**config.mk**
```make
export PLATFORM = sky130hd
export DESIGN_NAME = mm_bank_scheduler
export DESIGN_NICKNAME = d
export VERILOG_FILES = /design/src/rtl/mm_bank_scheduler.sv
export SDC_FILE = /design/constraint.sdc
export NUM_CORES = 1
export LEC_CHECK = 0
export CAP_MARGIN = 20
export CORE_AREA = 4 4 66 68
export CTS_CLUSTER_DIAMETER = 150
export DETAILED_ROUTE_END_ITERATION = 10
export DIE_AREA = 0 0 70 72
export PLACE_DENSITY = 0.82
export SLEW_MARGIN = 0
export SYNTH_ARGS = -nofsm -noshare
export SYNTH_HDL_FRONTEND = slang
export SYNTH_SLANG_ARGS = --single-unit
```
**constraint.sdc**
```tcl
create_clock -name clk -period 4.6 [get_ports clk]
set_input_delay 1.15 -clock clk [delete_from_list [all_inputs] [get_ports clk]]
set_output_delay 1.15 -clock clk [all_outputs]
set_load 0.005 [all_outputs]
```
**src/rtl/mm_bank_scheduler.sv**
```systemverilog
// Ping-pong controller for the two-bank ring-shift operand memory of the systolic array.
// One bank streams into the array while the host fills the other; banks swap at phase boundaries.
module mm_bank_scheduler #(
    parameter int N  = 2,
    parameter int S  = 4,
    parameter int TW = 8
) (
    input  logic          clk,
    input  logic          rst,
    input  logic          start,
    input  logic [TW-1:0] num_tiles,
    input  logic          tile_valid,
    output logic          tile_ready,
    output logic          load_en,
    output logic          sel,
    output logic          shift_en,
    output logic          clr_acc,
    output logic          result_valid,
    output logic [TW-1:0] result_idx,
    output logic          busy,
    output logic          done
);

    localparam int PH = 3*S - 2;
    localparam int CW = (PH > 1 && N > 0) ? $clog2(PH) : 1;
    localparam logic [CW-1:0] CNT_LAST   = CW'(PH - 1);
    localparam logic [CW-1:0] SHIFT_LAST = CW'(S - 1);

    typedef enum logic [2:0] {IDLE, FILL, RUN, WAIT, DONE} state_t;

    state_t        state, state_n;
    logic [CW-1:0] cnt, cnt_n;
    logic [TW-1:0] acc_cnt, acc_n;
    logic [TW-1:0] cmp_cnt, cmp_n;
    logic [TW-1:0] ntiles, ntiles_n;
    logic          shadow_full, sf_n;
    logic          sel_q, sel_n;
    logic          accept;

    assign sel = sel_q;

    always_comb begin
        state_n      = state;
        cnt_n        = cnt;
        acc_n        = acc_cnt;
        cmp_n        = cmp_cnt;
        ntiles_n     = ntiles;
        sf_n         = shadow_full;
        sel_n        = sel_q;
        shift_en     = 1'b0;
        clr_acc      = 1'b0;
        result_valid = 1'b0;
        result_idx   = '0;
        busy         = (state != IDLE);
        done         = (state == DONE);
        tile_ready   = ((state == FILL) || (state == RUN) || (state == WAIT))
                       && !shadow_full && (acc_cnt < ntiles);
        accept       = tile_valid && tile_ready;
        load_en      = accept;

        if (accept)
            acc_n = acc_cnt + TW'(1);

        case (state)
            IDLE: begin
                if (start) begin
                    ntiles_n = num_tiles;
                    acc_n    = '0;
                    cmp_n    = '0;
                    sf_n     = 1'b0;
                    cnt_n    = '0;
                    state_n  = (num_tiles == '0) ? DONE : FILL;
                end
            end
            FILL: begin
                if (accept) begin
                    sel_n   = !sel_q;
                    cnt_n   = '0;
                    state_n = RUN;
                end
            end
            RUN: begin
                shift_en = (cnt <= SHIFT_LAST);
                clr_acc  = (cnt == '0);
                if (accept)
                    sf_n = 1'b1;
                if (cnt == CNT_LAST) begin
                    result_valid = 1'b1;
                    result_idx   = cmp_cnt;
                    cmp_n        = cmp_cnt + TW'(1);
                    // A tile written this very cycle lands before the swap, so it counts as ready.
                    if (shadow_full || accept) begin
                        sel_n = !sel_q;
                        cnt_n = '0;
                        sf_n  = 1'b0;
                    end else if (cmp_cnt + TW'(1) == ntiles) begin
                        cnt_n   = '0;
                        state_n = DONE;
                    end else begin
                        state_n = WAIT;
                    end
                end else begin
                    cnt_n = cnt + CW'(1);
                end
            end
            WAIT: begin
                if (accept) begin
                    sel_n   = !sel_q;
                    cnt_n   = '0;
                    state_n = RUN;
                end
            end
            DONE:    state_n = IDLE;
            default: state_n = IDLE;
        endcase
    end

    always_ff @(posedge clk) begin
        if (rst) begin
            state       <= IDLE;
            cnt         <= '0;
            acc_cnt     <= '0;
            cmp_cnt     <= '0;
            ntiles      <= '0;
            shadow_full <= 1'b0;
            sel_q       <= 1'b0;
        end else begin
            state       <= state_n;
            cnt         <= cnt_n;
            acc_cnt     <= acc_n;
            cmp_cnt     <= cmp_n;
            ntiles      <= ntiles_n;
            shadow_full <= sf_n;
            sel_q       <= sel_n;
        end
    end

endmodule

```
==> results of run 1 <==
[power groups by stage]
| stage | Combinational (W) | Clock (W) | Sequential, W |
|---|---|---|---|
| 2_1_floorplan | 0.000247 | 0 | 0.000342 |
| 4_1_cts | 0.000348 | 0.000224 | 0.000354 |
| 6_report | 0.000350 | 0.000220 | 0.000356 |
| 5_1_grt | 0.000393 | 0.000239 | 0.000359 |
| 3_3_place_gp | 0.000340 | 0 | 0.000359 |
| 3_5_place_dp | 0.000345 | 0 | 0.000360 |
[per-stage QoR]
step                setup slack, ns  hold WS (ns)  power, W
CTS                            1.01         0.503  0.000926
detailed placement             1.02         0.482  0.000705
floorplan                      1.61         0.454  0.000589
global route                  0.858         0.520  0.000990
global placement               1.02         0.468  0.000699
finish                         1.03         0.503  0.000925
[worst max-delay path by stage]
stage | startpoint | end | slack (ns) | cells past startpoint
after floorplan | tile_valid | load_en | 1.61 | 3
after global placement | tile_valid | load_en | 1.02 | 4
after detailed placement | tile_valid | load_en | 1.02 | 4
after CTS | tile_valid | load_en | 1.01 | 4
after global routing | cnt[1]$_SDFFE_PP0P_ | result_valid | 0.86 | 6
final | tile_valid | load_en | 1.03 | 4
[layer usage]
metal,vias up,share of wire [%]
li1,1035,-
met1,982,46
met2,70,46
met3,12,6.7
met4,0,1.9
met5,-,0
[cell type report]
cell class	count	area share (%)
clock buffers	7	3.41
inverters	14	2.08
multi-input cells	214	54.6
flip-flops and latches	33	26.1
well taps	50	2.47
repair buffers	29	11.3
[worst min-delay path, cell delays in order (launching register included)]
cell	delay (ns)
dfxtp_1	0.34
nand2_1	0.06
a21oi_1	0.05
[cells in the final DEF (no fill, tap or decap), drive strengths merged, types with 3 or more instances in the layout]
master,instances
a211oi,4
xnor2,5
nand4,7
nand3,8
ha,12
xor2,9
nand2,30
clkdlybuf4s50,27
a22oi,3
inv,14
a211o,3
dfxtp,33
nor2,30
and3,10
nor3,7
nor3b,3
a21oi,21
nand2b,5
o21ai,12
or3,3
and2,3
or4,3
clkbuf,7
[state kept, by name, indices dropped and copies added (netlist names)]
name         cells
acc_cnt          8
cmp_cnt          8
ntiles           8
cnt              4
state            3
sel              1
shadow_full      1
[cells by family (layout without fill, tap and decap cells)]
family          after synthesis  in the layout  share of synthesized area (%)
compound gates               66             66                           21.9
xor+xnor                     14             14                           5.70
fa+ha+maj                    12             12                           6.98
buf+inv                      28             50                           5.12
flops                        33             33                           30.7
mux                           2              2                          0.930
simple gates                120            120                           28.7
==> impl_metrics.py, run 1 <==
metrics = {
    "yosys": {
        "syn_avg_cell_area_um2": 7.83,
        "synth_top_area_share_pct": 30.7,
        "post-synth-top-count-cell": "dfxtp_1",
        "synth_fp_nets": 299,
        "synth-async-reset-ratio_pct": 0,
        "syn_inst": 275,
        "synth_common_cells": "dfxtp_1 (33), nand2_1 (29), nor2_1 (29)",
        "synth_edf_count": 0,
        "synth_flop_cell": "dfxtp_1",
        "syn_area_um2": 2150,
        "yosysSeqAreaShare_pct": 30.7,
        "yosysTopAreaCell": "dfxtp_1",
        "ys_types": 58,
        "ys_warn_count": 0,
        "ys_top_cells_by_area": "dfxtp_1 (31%), ha_1 (7.0%), nand2_1 (5.1%)",
        "yosys_register_bits": 33,
    },
    "power_and_ir_drop": {
        "peakVddDrop_mv": 0.249,
        "p_clk_share_pct": 23.8,
        "p_seq_share_pct": 38.4,
        "p_switching_w": 0.000341,
        "power.share.switching_pct": 36.9,
        "p_comb_share_pct": 37.8,
        "internal_power_w": 0.000584,
        "powerDensity_nw_per_um2": 366,
        "leakage_nw": 0.953,
    },
    "floorplan": {
        "die_area_um2": 5040,
        "core-area_um2": 3860,
        "rows": 23,
        "pin_count": 28,
        "die_y_um": 72,
        "dieWidth_um": 70,
        "start_util_pct": 55.8,
    },
    "placement": {
        "port_buffers": 27,
        "dpl-instance-area_um2": 2440,
        "gp_congestion": 0.891,
        "dp_cells": 340,
        "dp_hpwl_um": 3770,
    },
    "min_path": {
        "hold_start": "ntiles[1]$_SDFFE_PP0P_",
        "hp-class": "flip-flop to flip-flop",
        "whs_path_depth": 2,
        "whs_endpoint": "ntiles[1]$_SDFFE_PP0P_",
    },
    "finish": {
        "final_cell_count_no_fill": 347,
        "final_nets": 321,
        "drive_gt1_share_pct": 6.40,
        "regArea_um2": 661,
        "syn2layout_area_growth_pct": 17.5,
        "num_antenna_cells": 0,
        "fin_util_pct": 65.6,
        "fillers": 353,
        "postLayoutCellArea_um2": 2530,
        "multi_input_area_um2": 1380,
    },
    "worst_setup_path": {
        "arrival_ns": 2.42,
        "path_max_fanout": 3,
        "timing.rr.start": "cmp_cnt[0]$_SDFFE_PP0P_",
        "worstSetupEndpointType": "output port",
        "reg2reg_setup_slack_ns": 2.05,
        "rr_worst_depth": 7,
        "cp_slowest_stage_delay_ns": 0.54,
        "crit_top_cell": "clkdlybuf4s50_1",
        "start_kind": "primary input",
        "worstReg2RegEnd": "state[2]$_SDFFE_PP0P_",
        "path_class": "primary input to output port",
        "path_cells": "clkdlybuf4s50_1 > inv_1 > a211oi_2 > clkdlybuf4s50_1",
        "critPathBufInv": 3,
        "critPathTopFamily": "buffers and inverters",
        "required_ns": 3.45,
        "critPathSlowestCell": "clkdlybuf4s50_1",
    },
    "status": {
        "status": "finished, final reports clean",
    },
    "clock_tree": {
        "clock-sinks": 33,
        "cts_resized": 0,
        "numCtsBuffers": 5,
        "cts_tree": "built",
        "cts_hold_buf": 0,
        "clock_path_buffers": 2,
        "h-tree-depth": 2,
        "cts-root-buf": "clkbuf_8",
        "cts_setup_buffers": 0,
        "clkLatencyLatePin_ns": 0.29,
        "clk_pin_slew_worst_paths_ns": 0.06,
    },
    "sta": {
        "layout_min_cycle_time_ns": 3.57,
        "slew_violations": 0,
        "hold_violations": 0,
        "relSlewSlack_pct": 34.0,
        "fin_tns_setup_ns": 0,
        "min_period_over_period_pct": 77.5,
        "worst_slew_pin_slew_ns": 0.987,
        "setup_violations": 0,
        "rsz0062_at_grt": "false",
        "finalClockSkew_ns": 0.00438,
        "fmax_ghz": 0.280,
    },
    "route": {
        "via_count": 2099,
        "wl_per_cell_um": 15.0,
        "routed_wirelength_um": 5220,
        "antenna_left": 0,
        "drc_errors": 0,
        "drt_first_iter_violations": 160,
        "drtPass1Iterations": 4,
        "viasPerCell": 6.05,
    },
    "global_route": {
        "met1_usage_pct": 29.3,
        "busiest_layer": "met2",
        "antenna_found_initial": 0,
        "use_met2_pct": 33.9,
        "grt_overflow_total": 0,
        "track_usage_pct": 21.9,
        "grt_pass1_wl_um": 9010,
        "grt_pass1_vias": 1969,
        "grt_util_met3_pct": 5.54,
        "grt_max_degree": 29,
    },
    "run": {
        "cap_viol_max_count": 0,
    },
}
Power figures use the tool's default switching activity.
==> inputs of run 2 (changes only) <==
--- a/config.mk
+++ b/config.mk
@@ -6,11 +6,11 @@
 export NUM_CORES = 1
 export LEC_CHECK = 0
 export CAP_MARGIN = 20
-export CORE_AREA = 4 4 66 68
+export CORE_AREA = 4 4 71 73
 export CTS_CLUSTER_DIAMETER = 150
 export DETAILED_ROUTE_END_ITERATION = 10
-export DIE_AREA = 0 0 70 72
-export PLACE_DENSITY = 0.82
+export DIE_AREA = 0 0 75 77
+export PLACE_DENSITY = 0.75
 export SLEW_MARGIN = 0
 export SYNTH_ARGS = -nofsm -noshare
 export SYNTH_HDL_FRONTEND = slang
==> constraint.sdc (replaced) <==
create_clock -name clk -period 2.9 [get_ports clk]
set_input_delay 0.725 -clock clk [delete_from_list [all_inputs] [get_ports clk]]
set_output_delay 0.725 -clock clk [all_outputs]
set_load 0.005 [all_outputs]
==> run 2 against run 1 <==
Sequential power up 58%. Clock skew up 0.00076 ns. Routed wire length up 2.1%. Count of clock-buffer cells in the layout down 1. Total power up 61%. Clock power up 53%. Global-route usage down 1.8 points. Largest power group is now combinational logic.
==> impl_metrics.py, run 2 (synthesis gave the netlist of run 1 again) <==
metrics = {
    "clock_tree": {
        "cts-root-buf": "clkbuf_8",
        "clkLatencyLatePin_ns": 0.28,
        "clk_pin_slew_worst_paths_ns": 0.07,
        "clock-sinks": 33,
        "h-tree-depth": 2,
        "cts_tree": "built",
        "clock_path_buffers": 2,
        "numCtsBuffers": 5,
    },
    "route": {
        "viasPerCell": 5.89,
        "via_count": 2107,
        "wl_per_cell_um": 14.9,
        "routed_wirelength_um": 5330,
        "drt_first_iter_violations": 162,
        "antenna_left": 0,
        "drc_errors": 0,
        "drtPass1Iterations": 4,
    },
    "worst_setup_path": {
        "path_class": "flip-flop to output port",
        "timing.rr.start": "cmp_cnt[1]$_SDFFE_PP0P_",
        "path_cells": "inv_1 > ha_1 > a211oi_1 > o21ai_1 > a21oi_2 > clkdlybuf4s50_1",
        "worstReg2RegEnd": "state[2]$_SDFFE_PP0P_",
        "critPathSlowestCell": "clkdlybuf4s50_1",
        "worstSetupEndpointType": "output port",
        "arrival_ns": 2.06,
        "required_ns": 2.17,
        "endpoint": "tile_ready",
        "timing.critical_path.from": "ntiles[2]$_SDFFE_PP0P_",
        "reg2reg_setup_slack_ns": 0.46,
        "cp_slowest_stage_delay_ns": 0.52,
        "rr_worst_depth": 7,
        "path_max_fanout": 5,
        "start_kind": "flip-flop",
    },
    "power_and_ir_drop": {
        "peakVddDrop_mv": 0.397,
        "leakage_nw": 1.01,
        "powerDensity_nw_per_um2": 569,
    },
    "finish": {
        "final_nets": 329,
        "num_antenna_cells": 0,
        "fin_util_pct": 60.0,
        "syn2layout_area_growth_pct": 21.4,
        "multi_input_area_um2": 1400,
        "fillers": 412,
        "final_cell_mix": "nor2_1 (29), nand2_1 (29), dfxtp_1 (29)",
        "drive_gt1_share_pct": 12.1,
        "regArea_um2": 666,
        "top_regs": "acc_cnt: 8 flops, cmp_cnt: 8 flops, ntiles: 8 flops",
    },
    "status": {
        "status": "finished, final reports clean",
    },
    "global_route": {
        "antenna_found_initial": 0,
        "grt_pass1_wl_um": 9360,
        "track_usage_pct": 20.1,
        "grt_overflow_total": 0,
        "grt_pass1_vias": 2007,
        "grt_max_degree": 19,
    },
    "placement": {
        "place_ws_ns": 0.165,
        "dp_hpwl_um": 3960,
        "port_buffers": 27,
        "gp_congestion": 0.908,
    },
    "sta": {
        "setup_violations": 0,
        "relSlewSlack_pct": 62.5,
        "layout_min_cycle_time_ns": 2.79,
        "rsz0062_at_grt": "false",
        "finalClockSkew_ns": 0.00514,
        "setup_slack_ns": 0.112,
        "slew_violations": 0,
        "min_period_over_period_pct": 96.2,
        "worst_slew_pin_slew_ns": 0.560,
        "fmax_ghz": 0.359,
        "fin_tns_setup_ns": 0,
        "hold_violations": 0,
    },
    "floorplan": {
        "start_util_pct": 49.4,
        "die_area_um2": 5780,
        "rows": 24,
        "core-area_um2": 4350,
        "die_y_um": 77,
        "dieWidth_um": 75,
        "pin_count": 28,
    },
    "min_path": {
        "hp-class": "flip-flop to flip-flop",
        "hold_start": "ntiles[5]$_SDFFE_PP0P_",
    },
    "run": {
        "cap_viol_max_count": 0,
    },
}
[run 2: how the worst min path moves through the flow]
stage | endpoint | depth (start not counted)
floorplan | ntiles[5]$_SDFFE_PP0P_ | 2
global placement | ntiles[5]$_SDFFE_PP0P_ | 2
detailed placement | ntiles[5]$_SDFFE_PP0P_ | 2
CTS | ntiles[5]$_SDFFE_PP0P_ | 2
global route | ntiles[5]$_SDFFE_PP0P_ | 2
finish | ntiles[5]$_SDFFE_PP0P_ | 2
[run 2: per-stage QoR]
step | instances | total power (W) | instance area (µm²) | hold slack (ns)
6_report | 358 | 0.00149 | 2610 | 0.476
5_1_grt | 358 | 0.00159 | 2610 | 0.499
4_1_cts | 357 | 0.00147 | 2580 | 0.488
3_5_place_dp | 349 | 0.00113 | 2500 | 0.478
3_3_place_gp | 349 | 0.00112 | 2500 | 0.466
2_1_floorplan | 275 | 0.000934 | 2150 | 0.454
[run 2: timing repair]
item | in CTS | in global routing
pin swaps | 2 | 1
buffers inserted | 0 | 1
hold buffers | 0 | 0
endpoints found under the setup margin | 3 | 5
gates resized for setup | 5 | 7
[run 2: power breakdown]
part / total [W] / switching (W) / internal, W / leakage (nW)
clock network: 0.000336 / 0.000170 / 0.000166 / 0.0450
registers: 0.000563 / 0.0000617 / 0.000501 / 0.269
logic: 0.000586 / 0.000327 / 0.000259 / 0.694
[run 2: final cells by class]
type                    count  area share, %
multi-input cells         214           53.7
flip-flops and latches     33           25.5
repair buffers             37           13.2
clock buffers               6           2.78
well taps                  52           2.49
inverters                  14           2.01
clock inverters             2          0.383
[run 2: layer usage]
metal	track usage [%]	share of wire, %	vias up
met1	29.2	49	1002
met3	3.79	3.6	10
met4	6.94	1.7	0
met5	0	0	-
met2	29.2	46	46
li1	-	-	1049
[run 2: worst max-delay path: cells and delay by family (launching register included)]
kind / cells / cell delay, ns
buffers and inverters: 2 / 0.59
AOI/OAI and AO/OA: 3 / 0.54
adders and majority gates: 1 / 0.28
DFF: 1 / 0.37
